## config.mk

```make
export PLATFORM = sky130hd
export DESIGN_NAME = io_ctrl
export DESIGN_NICKNAME = d
export VERILOG_FILES = /design/src/rtl/io_ctrl.sv
export SDC_FILE = /design/constraint.sdc
export NUM_CORES = 1
export LEC_CHECK = 0
export ABC_AREA = 0
export CAP_MARGIN = 5
export CORE_UTILIZATION = 49
export DETAILED_ROUTE_END_ITERATION = 12
export PLACE_DENSITY = 0.8
export SETUP_SLACK_MARGIN = 0.05
export SYNTH_ARGS = -nofsm -noshare
export SYNTH_HDL_FRONTEND = slang
export SYNTH_HIERARCHICAL = 1
export SYNTH_SLANG_ARGS = --single-unit
```

## constraint.sdc

```tcl
create_clock -name clock -period 4.8 [get_ports clock]
set_clock_uncertainty 0.15 [all_clocks]
set_input_delay 1.2 -clock clock [delete_from_list [all_inputs] [get_ports clock]]
set_output_delay 1.2 -clock clock [all_outputs]
set_load 0.03 [all_outputs]
```

## src/rtl/io_ctrl.sv

```systemverilog
// io_ctrl: board I/O port controller (button debounce, operand latches, ready flags, LED register)
//
// Ports:
//   clock, reset        system clock, synchronous active-high reset
//   switch_in[7:0]      raw operand switches
//   test_in[2:0]        raw test-case selector switches
//   btn_a, btn_b        raw, bouncy enter buttons for operands A and B
//   io_read, io_write   CPU load/store targets I/O space this cycle
//   addr[31:0]          access address (ALU result)
//   wdata[31:0]         store data
//   io_rdata[31:0]      combinational read data for the memory/IO result mux
//   led_out[23:0]       LED drive
//   ready_a, ready_b    new-operand flags, cleared by reading the operand
//
// The IO_*_ADDR parameters mirror the address macros of includes/defines.v.

module io_ctrl_debounce #(
    parameter int DEBOUNCE_CYCLES = 100000
) (
    input  logic clock,
    input  logic reset,
    input  logic btn,
    output logic press
);
    localparam int CW = $clog2(DEBOUNCE_CYCLES);
    localparam logic [CW-1:0] LAST = CW'(DEBOUNCE_CYCLES - 1);

    typedef enum logic [1:0] {IDLE, PRESS_WAIT, HELD, RELEASE_WAIT} state_t;

    state_t state;
    logic [CW-1:0] cnt;

    // Decoded from the transition so the operand latches on the same edge the press is accepted.
    assign press = (state == PRESS_WAIT) && btn && (cnt == LAST);

    always_ff @(posedge clock) begin
        if (reset) begin
            state <= IDLE;
            cnt   <= '0;
        end else begin
            case (state)
                IDLE: if (btn) begin
                    state <= PRESS_WAIT;
                    cnt   <= '0;
                end
                PRESS_WAIT: if (!btn) state <= IDLE;
                    else if (cnt == LAST) state <= HELD;
                    else cnt <= cnt + CW'(1);
                HELD: if (!btn) begin
                    state <= RELEASE_WAIT;
                    cnt   <= '0;
                end
                RELEASE_WAIT: if (btn) state <= HELD;
                    else if (cnt == LAST) state <= IDLE;
                    else cnt <= cnt + CW'(1);
                default: state <= IDLE;
            endcase
        end
    end
endmodule

module io_ctrl #(
    parameter int          DEBOUNCE_CYCLES = 100000,
    parameter logic [31:0] IO_A_ADDR       = 32'hFFFF_FC00,
    parameter logic [31:0] IO_B_ADDR       = 32'hFFFF_FC04,
    parameter logic [31:0] IO_TEST_ADDR    = 32'hFFFF_FC08,
    parameter logic [31:0] IO_STATUS_ADDR  = 32'hFFFF_FC0C,
    parameter logic [31:0] IO_LED_ADDR     = 32'hFFFF_FC10
) (
    input  logic        clock,
    input  logic        reset,
    input  logic [7:0]  switch_in,
    input  logic [2:0]  test_in,
    input  logic        btn_a,
    input  logic        btn_b,
    input  logic        io_read,
    input  logic        io_write,
    input  logic [31:0] addr,
    input  logic [31:0] wdata,
    output logic [31:0] io_rdata,
    output logic [23:0] led_out,
    output logic        ready_a,
    output logic        ready_b
);
    logic [12:0] meta, sync;
    logic [7:0]  sw_s, a_reg, b_reg;
    logic [2:0]  test_s;
    logic        btn_a_s, btn_b_s, press_a, press_b, rd_a, rd_b;
    logic [23:0] led_reg;
    logic        unused_wdata;

    assign {btn_b_s, btn_a_s, test_s, sw_s} = sync;
    assign unused_wdata = ^wdata[31:24];

    always_ff @(posedge clock) begin
        if (reset) begin
            meta <= '0;
            sync <= '0;
        end else begin
            meta <= {btn_b, btn_a, test_in, switch_in};
            sync <= meta;
        end
    end

    io_ctrl_debounce #(.DEBOUNCE_CYCLES(DEBOUNCE_CYCLES)) u_db_a (
        .clock(clock), .reset(reset), .btn(btn_a_s), .press(press_a)
    );

    io_ctrl_debounce #(.DEBOUNCE_CYCLES(DEBOUNCE_CYCLES)) u_db_b (
        .clock(clock), .reset(reset), .btn(btn_b_s), .press(press_b)
    );

    assign rd_a = io_read && (addr == IO_A_ADDR);
    assign rd_b = io_read && (addr == IO_B_ADDR);

    // A press landing on the same edge as a read-clear wins: the flag stays set.
    always_ff @(posedge clock) begin
        if (reset) begin
            a_reg   <= '0;
            b_reg   <= '0;
            ready_a <= 1'b0;
            ready_b <= 1'b0;
            led_reg <= '0;
        end else begin
            if (press_a) a_reg <= sw_s;
            if (press_b) b_reg <= sw_s;
            ready_a <= press_a | (ready_a & ~rd_a);
            ready_b <= press_b | (ready_b & ~rd_b);
            if (io_write && addr == IO_LED_ADDR) led_reg <= wdata[23:0];
        end
    end

    assign led_out = led_reg;

    always_comb begin
        io_rdata = !io_read                ? 32'b0 :
                   addr == IO_A_ADDR      ? {24'b0, a_reg} :
                   addr == IO_B_ADDR      ? {24'b0, b_reg} :
                   addr == IO_TEST_ADDR   ? {29'b0, test_s} :
                   addr == IO_STATUS_ADDR ? {30'b0, ready_b, ready_a} :
                   addr == IO_LED_ADDR    ? {8'b0, led_reg} : 32'b0;
    end
endmodule

```

After elaboration in Yosys (flattened, before gate mapping)

Index checks and enable logic that the tools add are counted.

Equal/unequal tests: 25
$lt $le $gt $ge: 0
Div/mod/pow operators: 0
Mux-type cells: 32
Add/sub/neg operators: 2
Bitwise operators: 6
Multiply operators: 0
Reduce and logical (&&, ||, !) cells: 13
Shift-type cells: 0

Operators with widths:

| operator                                                         | count |
|---|---|
| 17-bit 2-to-1 mux                                                | 10 |
| 32-bit == test (second input constant)                           | 5 |
| 24-bit 2-to-1 mux                                                | 6 |
| 17-bit one-hot mux with 4 select lines                           | 2 |
| 17-bit by 1-bit adder with 17-bit output (second input constant) | 2 |
| 17-bit == test (second input constant)                           | 2 |
| 2-bit 2-to-1 mux                                                 | 12 |
| 2-bit != test (second input constant)                            | 8 |
| 2-bit one-hot mux with 4 select lines                            | 2 |
| 4-bit AND reduction                                              | 4 |
| 2-bit == test (second input constant)                            | 4 |
| 1-bit logical AND                                                | 7 |
| 3-bit by 2-bit != test with 1-bit output (second input constant) | 2 |
| 3-bit != test (second input constant)                            | 2 |
| 2-bit by 1-bit == test with 1-bit output (second input constant) | 2 |
| 2-bit zero test                                                  | 2 |
| 1-bit AND                                                        | 2 |
| 1-bit NOT                                                        | 2 |
| 1-bit bitwise OR                                                 | 2 |

Memory bits (writable): 0
Register bits: 106
ROM bits: 0
Memories: 0
Latch bits: 0
Word-level logic and storage cells: 89
Output and inout bits: 58

Longest topological paths before layout

Gate-level depths: netlist (run 1).

Word-level depth: 7
Depth in mapped cells: 8

Modules after synthesis

Netlist (run 1), hierarchy kept.

Modules (own cells, without submodules):

| module           | times used | area each (um^2) | cells each |
|---|---|---|---|
| io_ctrl          | 1          | 3011.6           | 331 |
| io_ctrl_debounce | 2          | 1066.0           | 123 |

Worst setup path after synthesis (run 1)

OpenSTA, ideal clock, no wires.

Path type: input to output
From: input port addr[5]
To: output port io_rdata[7]
Stages on the path: 5
Path slack: -0.001 ns
Arrival time: 3.451 ns
Path buffers: 1
Data required time: 3.450 ns
Cells stage by stage: or4_4 -> nor4_2 -> buf_2 -> nand3_1 -> a221oi_1

Cells in the longest elaborated chain, start to end: 7
Elaborated cells on any way between the ends: 11

Ends and longest elaborated chain:

| what                  | line | source |
|---|---|---|
| start, declared       | 78   | `input logic [31:0] addr,` |
| 32-bit == test        | 141  | `addr == IO_LED_ADDR ? {8'b0, led_reg} : 32'b0;` |
| 24-bit 2-to-1 mux     | 141  |  |
| 24-bit 2-to-1 mux     | 140  | `addr == IO_STATUS_ADDR ? {30'b0, ready_b, ready_a} :` |
| 24-bit 2-to-1 mux     | 139  | `addr == IO_TEST_ADDR ? {29'b0, test_s} :` |
| 24-bit 2-to-1 mux     | 138  | `addr == IO_B_ADDR ? {24'b0, b_reg} :` |
| 24-bit 2-to-1 mux (*) | 137  | `addr == IO_A_ADDR ? {24'b0, a_reg} :` |
| 24-bit 2-to-1 mux (*) | 136  | `io_rdata = !io_read ? 32'b0 :` |
| end, declared         | 80   | `output logic [31:0] io_rdata,` |

Every way passes the cells marked *; elsewhere a longest branch is shown, timed or not.

Worst setup path after layout (run 1)

From: input port addr[20]
To: output port io_rdata[12]

Same word-level chain as after synthesis.

==> impl_metrics.ini, run 1 <==
[synth]
ys_seq_area_share_pct = 41.26
yosysTopAreaCell = dfxtp_1
netlist_instances = 577
synth_ff_type = dfxtp_1
ys_warn_count = 6
synth_area_per_cell_sq_um = 8.915
yosysMostFrequentCell = dfxtp_1
yosys-top-cells-area = dfxtp_1 41%, nand4_1 5.0%, a21oi_1 4.1%
ys_ff_latch = 106
async_flop_share_pct = 0
synth_commonest_cells = 106 x dfxtp_1, 51 x nor2_1, 42 x a21oi_1
synth_top_area_share_pct = 41.26
syn_area_sq_um = 5144
synth_cell_types = 59
synth_edf_count = 0

[timing]
worstMarginPinSlew_ps = 823.1
timing.hold.ws_ps = 292.0
fin_tns_setup_ps = 0
rsz0062_at_grt = no
post-route-min-period_ps = 4617
hold_viol = 0
period_share_pct = 96.19
finalSetupViolations = 0
slew_headroom_pct = 45.13
drv_slew = 0
fmax_ghz = 0.2166

[worst_setup_path]
r2r-end = ready_b$_SDFF_PP0_
reg2reg_depth = 6
r2r-start = u_db_b/cnt[7]$_SDFFE_PP0P_
cp.arrival_ps = 3270
critPathKind = in2out
crit_path_max_fanout = 8
start_kind = input pin
reg2reg_slack_ps = 1800
crit_path_end_kind = output port
cp.required_ps = 3450

[worst_hold_path]
hp-class = reg2reg
min-delay-start = meta[0]$_SDFF_PP0_
hold_depth = 1
min_to = sync[0]$_SDFF_PP0_

[clock_network]
cts_tree = done
numCtsBuffers = 9
clk_pin_slew_ps = 100
cts_sinks = 106
clock_path_buffers = 2
cts_max_level = 3
root_buffer = clkbuf_8
worstSkewPairLatency_ps = 370

[cells_and_area]
final_nets = 783
seqCellArea_sq_um = 2122
largest_reg_flops = 24
multi_input_area_sq_um = 2864
num-fill-cells = 779
final_area_sq_um = 6857
drive_above_1_share_pct = 16.74
syn2layout_area_growth_pct = 33.30
diodes = 0

[power_and_ir_drop]
p_per_area_nw_per_um2 = 232.8
p_leak_nw = 2.426
irDropWorstVdd_mv = 0.1861

[die]
initial_core_util_pct = 50.28
die_w_um = 104.5
row_count = 37
die_area_sq_um = 10910
ioPinCount = 139
die_h_um = 104.5
coreArea_sq_um = 10230

[job]
cap_violations = 0

[route]
highest_layer = met4
vias = 4795
vias_per_cell = 5.702
dr_wl_met2_mm = 6.597
routedWlPerCell_um = 15.75
first_pass_iters = 4
ant_nets = 0
remaining_drc_errors = 0
drt_iter0_markers = 266
wl_met3_um = 544
drt-total-wl_mm = 13.25
wl_met1_mm = 5.806

[global_routing]
grtUsageTotal_pct = 24.13
grt_max_degree = 55
grt_pass1_vias = 4514
grt_antenna_before_repair = 0
grt_pass1_wl_mm = 21.62
overflow = 0

[placed_design]
dp_hpwl_mm = 9.223
place_area_sq_um = 6455
port_buffers = 122
gp_congestion = 0.8968

[outcome]
status = completed
==> power by group <==
part / internal, mW / leakage (nW) / switching [mW]
Sequential: 0.890 / 0.859 / 0.00513
Combinational: 0.0689 / 1.46 / 0.0525
Clock: 0.252 / 0.104 / 0.328
==> final cells by class <==
type / count / area share, %
multi-input cells: 424 / 41.77
flip-flops and latches: 106 / 30.95
repair buffers: 146 / 21.02
well taps: 136 / 2.482
clock buffers: 9 / 1.807
clock inverters: 7 / 1.259
inverters: 13 / 0.7117
==> cell usage in the layout (no fill, tap or decap), types with 21 or more instances in the layout <==
cell,n
a21oi_1,42
buf_4,28
clkdlybuf4s50_1,92
dfxtp_1,106
nand2_1,21
nand3_1,32
nand4_1,41
nor2_1,50
nor2b_1,30
o31ai_1,24
==> worst max-delay path by stage <==
stage	start	to	slack (ps)	cells past startpoint
2_1_floorplan	addr[5]	io_rdata[3]	170	5
3_3_place_gp	addr[5]	io_rdata[1]	-8	7
3_5_place_dp	addr[5]	io_rdata[1]	-50	7
4_1_cts	addr[3]	io_rdata[1]	10	8
5_1_grt	addr[1]	io_rdata[7]	80	7
6_report	addr[20]	io_rdata[12]	180	8
==> stage by stage <==
step	util (%)	setup WS [ps]	std cells	power, mW
4_1_cts	65.26	13.56	834	1.607
6_report	67.02	182.9	841	1.596
3_3_place_gp	63.09	-8.474	817	1.033
3_5_place_dp	63.09	-48.56	817	1.035
2_1_floorplan	-	167.2	584	0.9671
5_1_grt	67.02	80.56	841	1.653
==> logic make-up (layout without fill, tap and decap cells) <==
family                     count (synthesis)  count (layout)  share of synthesized area [%]
AOI/OAI and AO/OA                        108             108                          13.94
xor gates and xnor gates                  18              18                          3.357
adders and majority gates                  2               2                         0.4864
buffers and inverters                     54             175                          5.522
DFF                                      106             106                          41.26
muxes                                     20              20                          3.941
other                                      1               8                        0.07290
and+or+nand+nor                          268             268                          31.43
==> critical path, stage by stage <==
cell	delay, ps
clkdlybuf4s50_1	470
nand4_1	150
or4_4	630
nor4_4	220
buf_4	180
buf_6	140
and2_4	150
buf_6	120
==> timing repair <==
action | in CTS | in global routing
pin swaps | 3 | 4
hold buffers | 0 | 0
setup buffers | 0 | 7
gates resized for setup | 2 | 39
endpoints found under the setup margin | 18 | 24
gates cloned | 1 | 0
==> metal layers <==
layer  vias up  track usage, %
met5         -               0
met4         0           10.41
met3        24           4.073
met2       153           41.11
met1      2279           29.88
li1       2339               -
Power figures use the tool's default switching activity.
==> run 2: changes to the inputs <==
--- a/config.mk
+++ b/config.mk
@@ -6,7 +6,9 @@
 export NUM_CORES = 1
 export LEC_CHECK = 0
 export ABC_AREA = 0
+export ABC_CLOCK_PERIOD_IN_PS = 4800
 export CAP_MARGIN = 5
+export CORE_ASPECT_RATIO = 0.5
 export CORE_UTILIZATION = 49
 export DETAILED_ROUTE_END_ITERATION = 12
 export PLACE_DENSITY = 0.8
==> run 2 against run 1 <==
  * Die area up 0.23%
  * Cell count rose by 1.2%
  * First-iteration DRC count rose by 2.6%
  * Via count down 0.23%
  * Design area increased by 1.6%
  * Clock power is 21% higher
  * Count of clock-buffer cells in the layout is 2 higher
  * Fmax fell by 1.7%
  * Hold slack lost 6.3 ps
  * Worst setup slack worse by 80 ps
  * Sequential share of layout area down 0.49 points
==> impl_metrics.ini, run 2 (synthesized netlist as in run 1, its figures left out) <==
[placed_design]
gp_congestion = 0.8490
dp_hpwl_mm = 9.218
pre_cts_ws_ps = -236.2
port_buffers = 122

[cells_and_area]
final_nets = 789
syn2layout_area_growth_pct = 35.44
num-fill-cells = 825
largest_reg_flops = 24
fin_util_pct = 68.20
diodes = 0
drive_above_1_share_pct = 16.60
final_common_cell = dfxtp_1
mostFrequentLayoutCells = 106 x dfxtp_1, 93 x clkdlybuf4s50_1, 50 x nor2_1

[power_and_ir_drop]
power_frac_seq_pct = 52.0
p_leak_nw = 2.448
irDropWorstVdd_mv = 0.1569
p_sw_uw = 388.8
p_sw_share_pct = 22.63
p_int_mw = 1.329
p_per_area_nw_per_um2 = 246.6
pwr-share-comb_pct = 7.2
clkPwrFrac_pct = 40.7
finalPower_mw = 1.718

[route]
routedWlPerCell_um = 15.47
drt-total-wl_mm = 13.16
vias_per_cell = 5.622
ant_nets = 0
vias = 4784
first_pass_iters = 5
drt_iter0_markers = 273
remaining_drc_errors = 0

[die]
initial_core_util_pct = 50.36
ioPinCount = 139
coreArea_sq_um = 10210
row_count = 26
die_w_um = 146.9
die_h_um = 74.45
die_area_sq_um = 10940

[worst_setup_path]
critPathKind = in2out
crit_path_end_kind = output port
cp.required_ps = 3450
reg2reg_depth = 6
cp.arrival_ps = 3350
crit_path_max_fanout = 8
start_kind = input pin

[global_routing]
grtUsageTotal_pct = 24.66
grt_max_degree = 68
grt_pass1_vias = 4424
grt_pass1_wl_mm = 21.26
overflow = 0
grt_antenna_before_repair = 0

[timing]
hold_viol = 0
period_share_pct = 97.86
fmax_ghz = 0.2129
rsz0062_at_grt = no
setup_slack_ps = 102.6
worstMarginPinSlew_ps = 902.8
finalSetupViolations = 0
post-route-min-period_ps = 4697
slew_headroom_pct = 39.81
drv_slew = 0
timing.hold.ws_ps = 285.6

[clock_network]
cts_max_level = 3
postCtsHoldBufs = 0
numCtsBuffers = 9
worstSkewPairLatency_ps = 350
cts_tree = done
clk_pin_slew_ps = 70
cts_sinks = 106
clock_path_buffers = 2
root_buffer = clkbuf_16

[job]
cap_violations = 0

[outcome]
status = completed

[worst_hold_path]
hold_depth = 1
hp-class = reg2reg
-- run 2: changes by cell type in the layout (fill, tap and decap cells not counted), moves of 3 or more --
cell	previous run	this run
dlygate4sd2_1	0	3
clkbuf_16	0	9
dlymetal6s2s_1	5	1
clkbuf_8	9	1
-- run 2: power by group through the flow --
stage / Clock (mW) / Combinational, mW / Sequential [mW]
final: 0.699 / 0.124 / 0.894
after global routing: 0.746 / 0.134 / 0.895
after CTS: 0.713 / 0.124 / 0.894
after detailed placement: 0 / 0.124 / 0.915
after global placement: 0 / 0.122 / 0.914
after floorplan: 0 / 0.0544 / 0.913
-- run 2: final timing paths --
path | startpoint | to | slack (ps)
max | addr[7] | io_rdata[16] | 100
min | meta[7]$_SDFF_PP0_ | sync[7]$_SDFF_PP0_ | 290
max reg2reg | u_db_b/cnt[7]$_SDFFE_PP0P_ | b_reg[0]$_SDFFE_PP0P_ | 1900
min reg2reg | meta[7]$_SDFF_PP0_ | sync[7]$_SDFF_PP0_ | 290
-- run 2: timing repair --
action | CTS | global route
setup buffers | 2 | 4
cloned | 2 | 0
pin swaps | 3 | 6
setup endpoints to repair | 24 | 19
gates resized for setup | 40 | 6
endpoints found under the hold margin | 0 | 0
-- run 2: layout make-up --
class / instances / area, sq um / area share (%)
Tap cell: 140 / 175.2 / 2.514
Clock inverter: 5 / 38.79 / 0.5568
Multi-Input combinational cell: 424 / 2843 / 40.80
Inverter: 13 / 48.80 / 0.7004
Clock buffer: 11 / 242.7 / 3.484
Timing Repair Buffer: 152 / 1496 / 21.48
Sequential cell: 106 / 2122 / 30.46
-- run 2: metrics by stage --
| stage | cell area [sq um] | setup TNS (ps) | cells |
|---|---|---|---|
| floorplan | 5207 | 0 | 584 |
| global placement | 6485 | -3483 | 827 |
| detailed placement | 6485 | -4183 | 827 |
| CTS | 6929 | 0 | 847 |
| global route | 6967 | 0 | 851 |
| finish | 6967 | 0 | 851 |
-- run 2: worst max-delay path, cell delays in order --
cell and delay (ps):
clkdlybuf4s15_1 170, or4_4 510, or4_4 520, buf_12 150, nor4_4 330, buf_6 200
and2_4 150, buf_6 120
-- run 2: metal layers --
metal / global-route usage, % / part of all wire, % / routed length, um / up-vias
met5: 0 / 0 / 0 / -
met4: 8.820 / 1.7 / 223 / 0
met3: 6.012 / 4.4 / 583 / 20
met2: 44.18 / 50 / 6602 / 126
met1: 29.60 / 44 / 5754 / 2282
li1: - / - / - / 2356
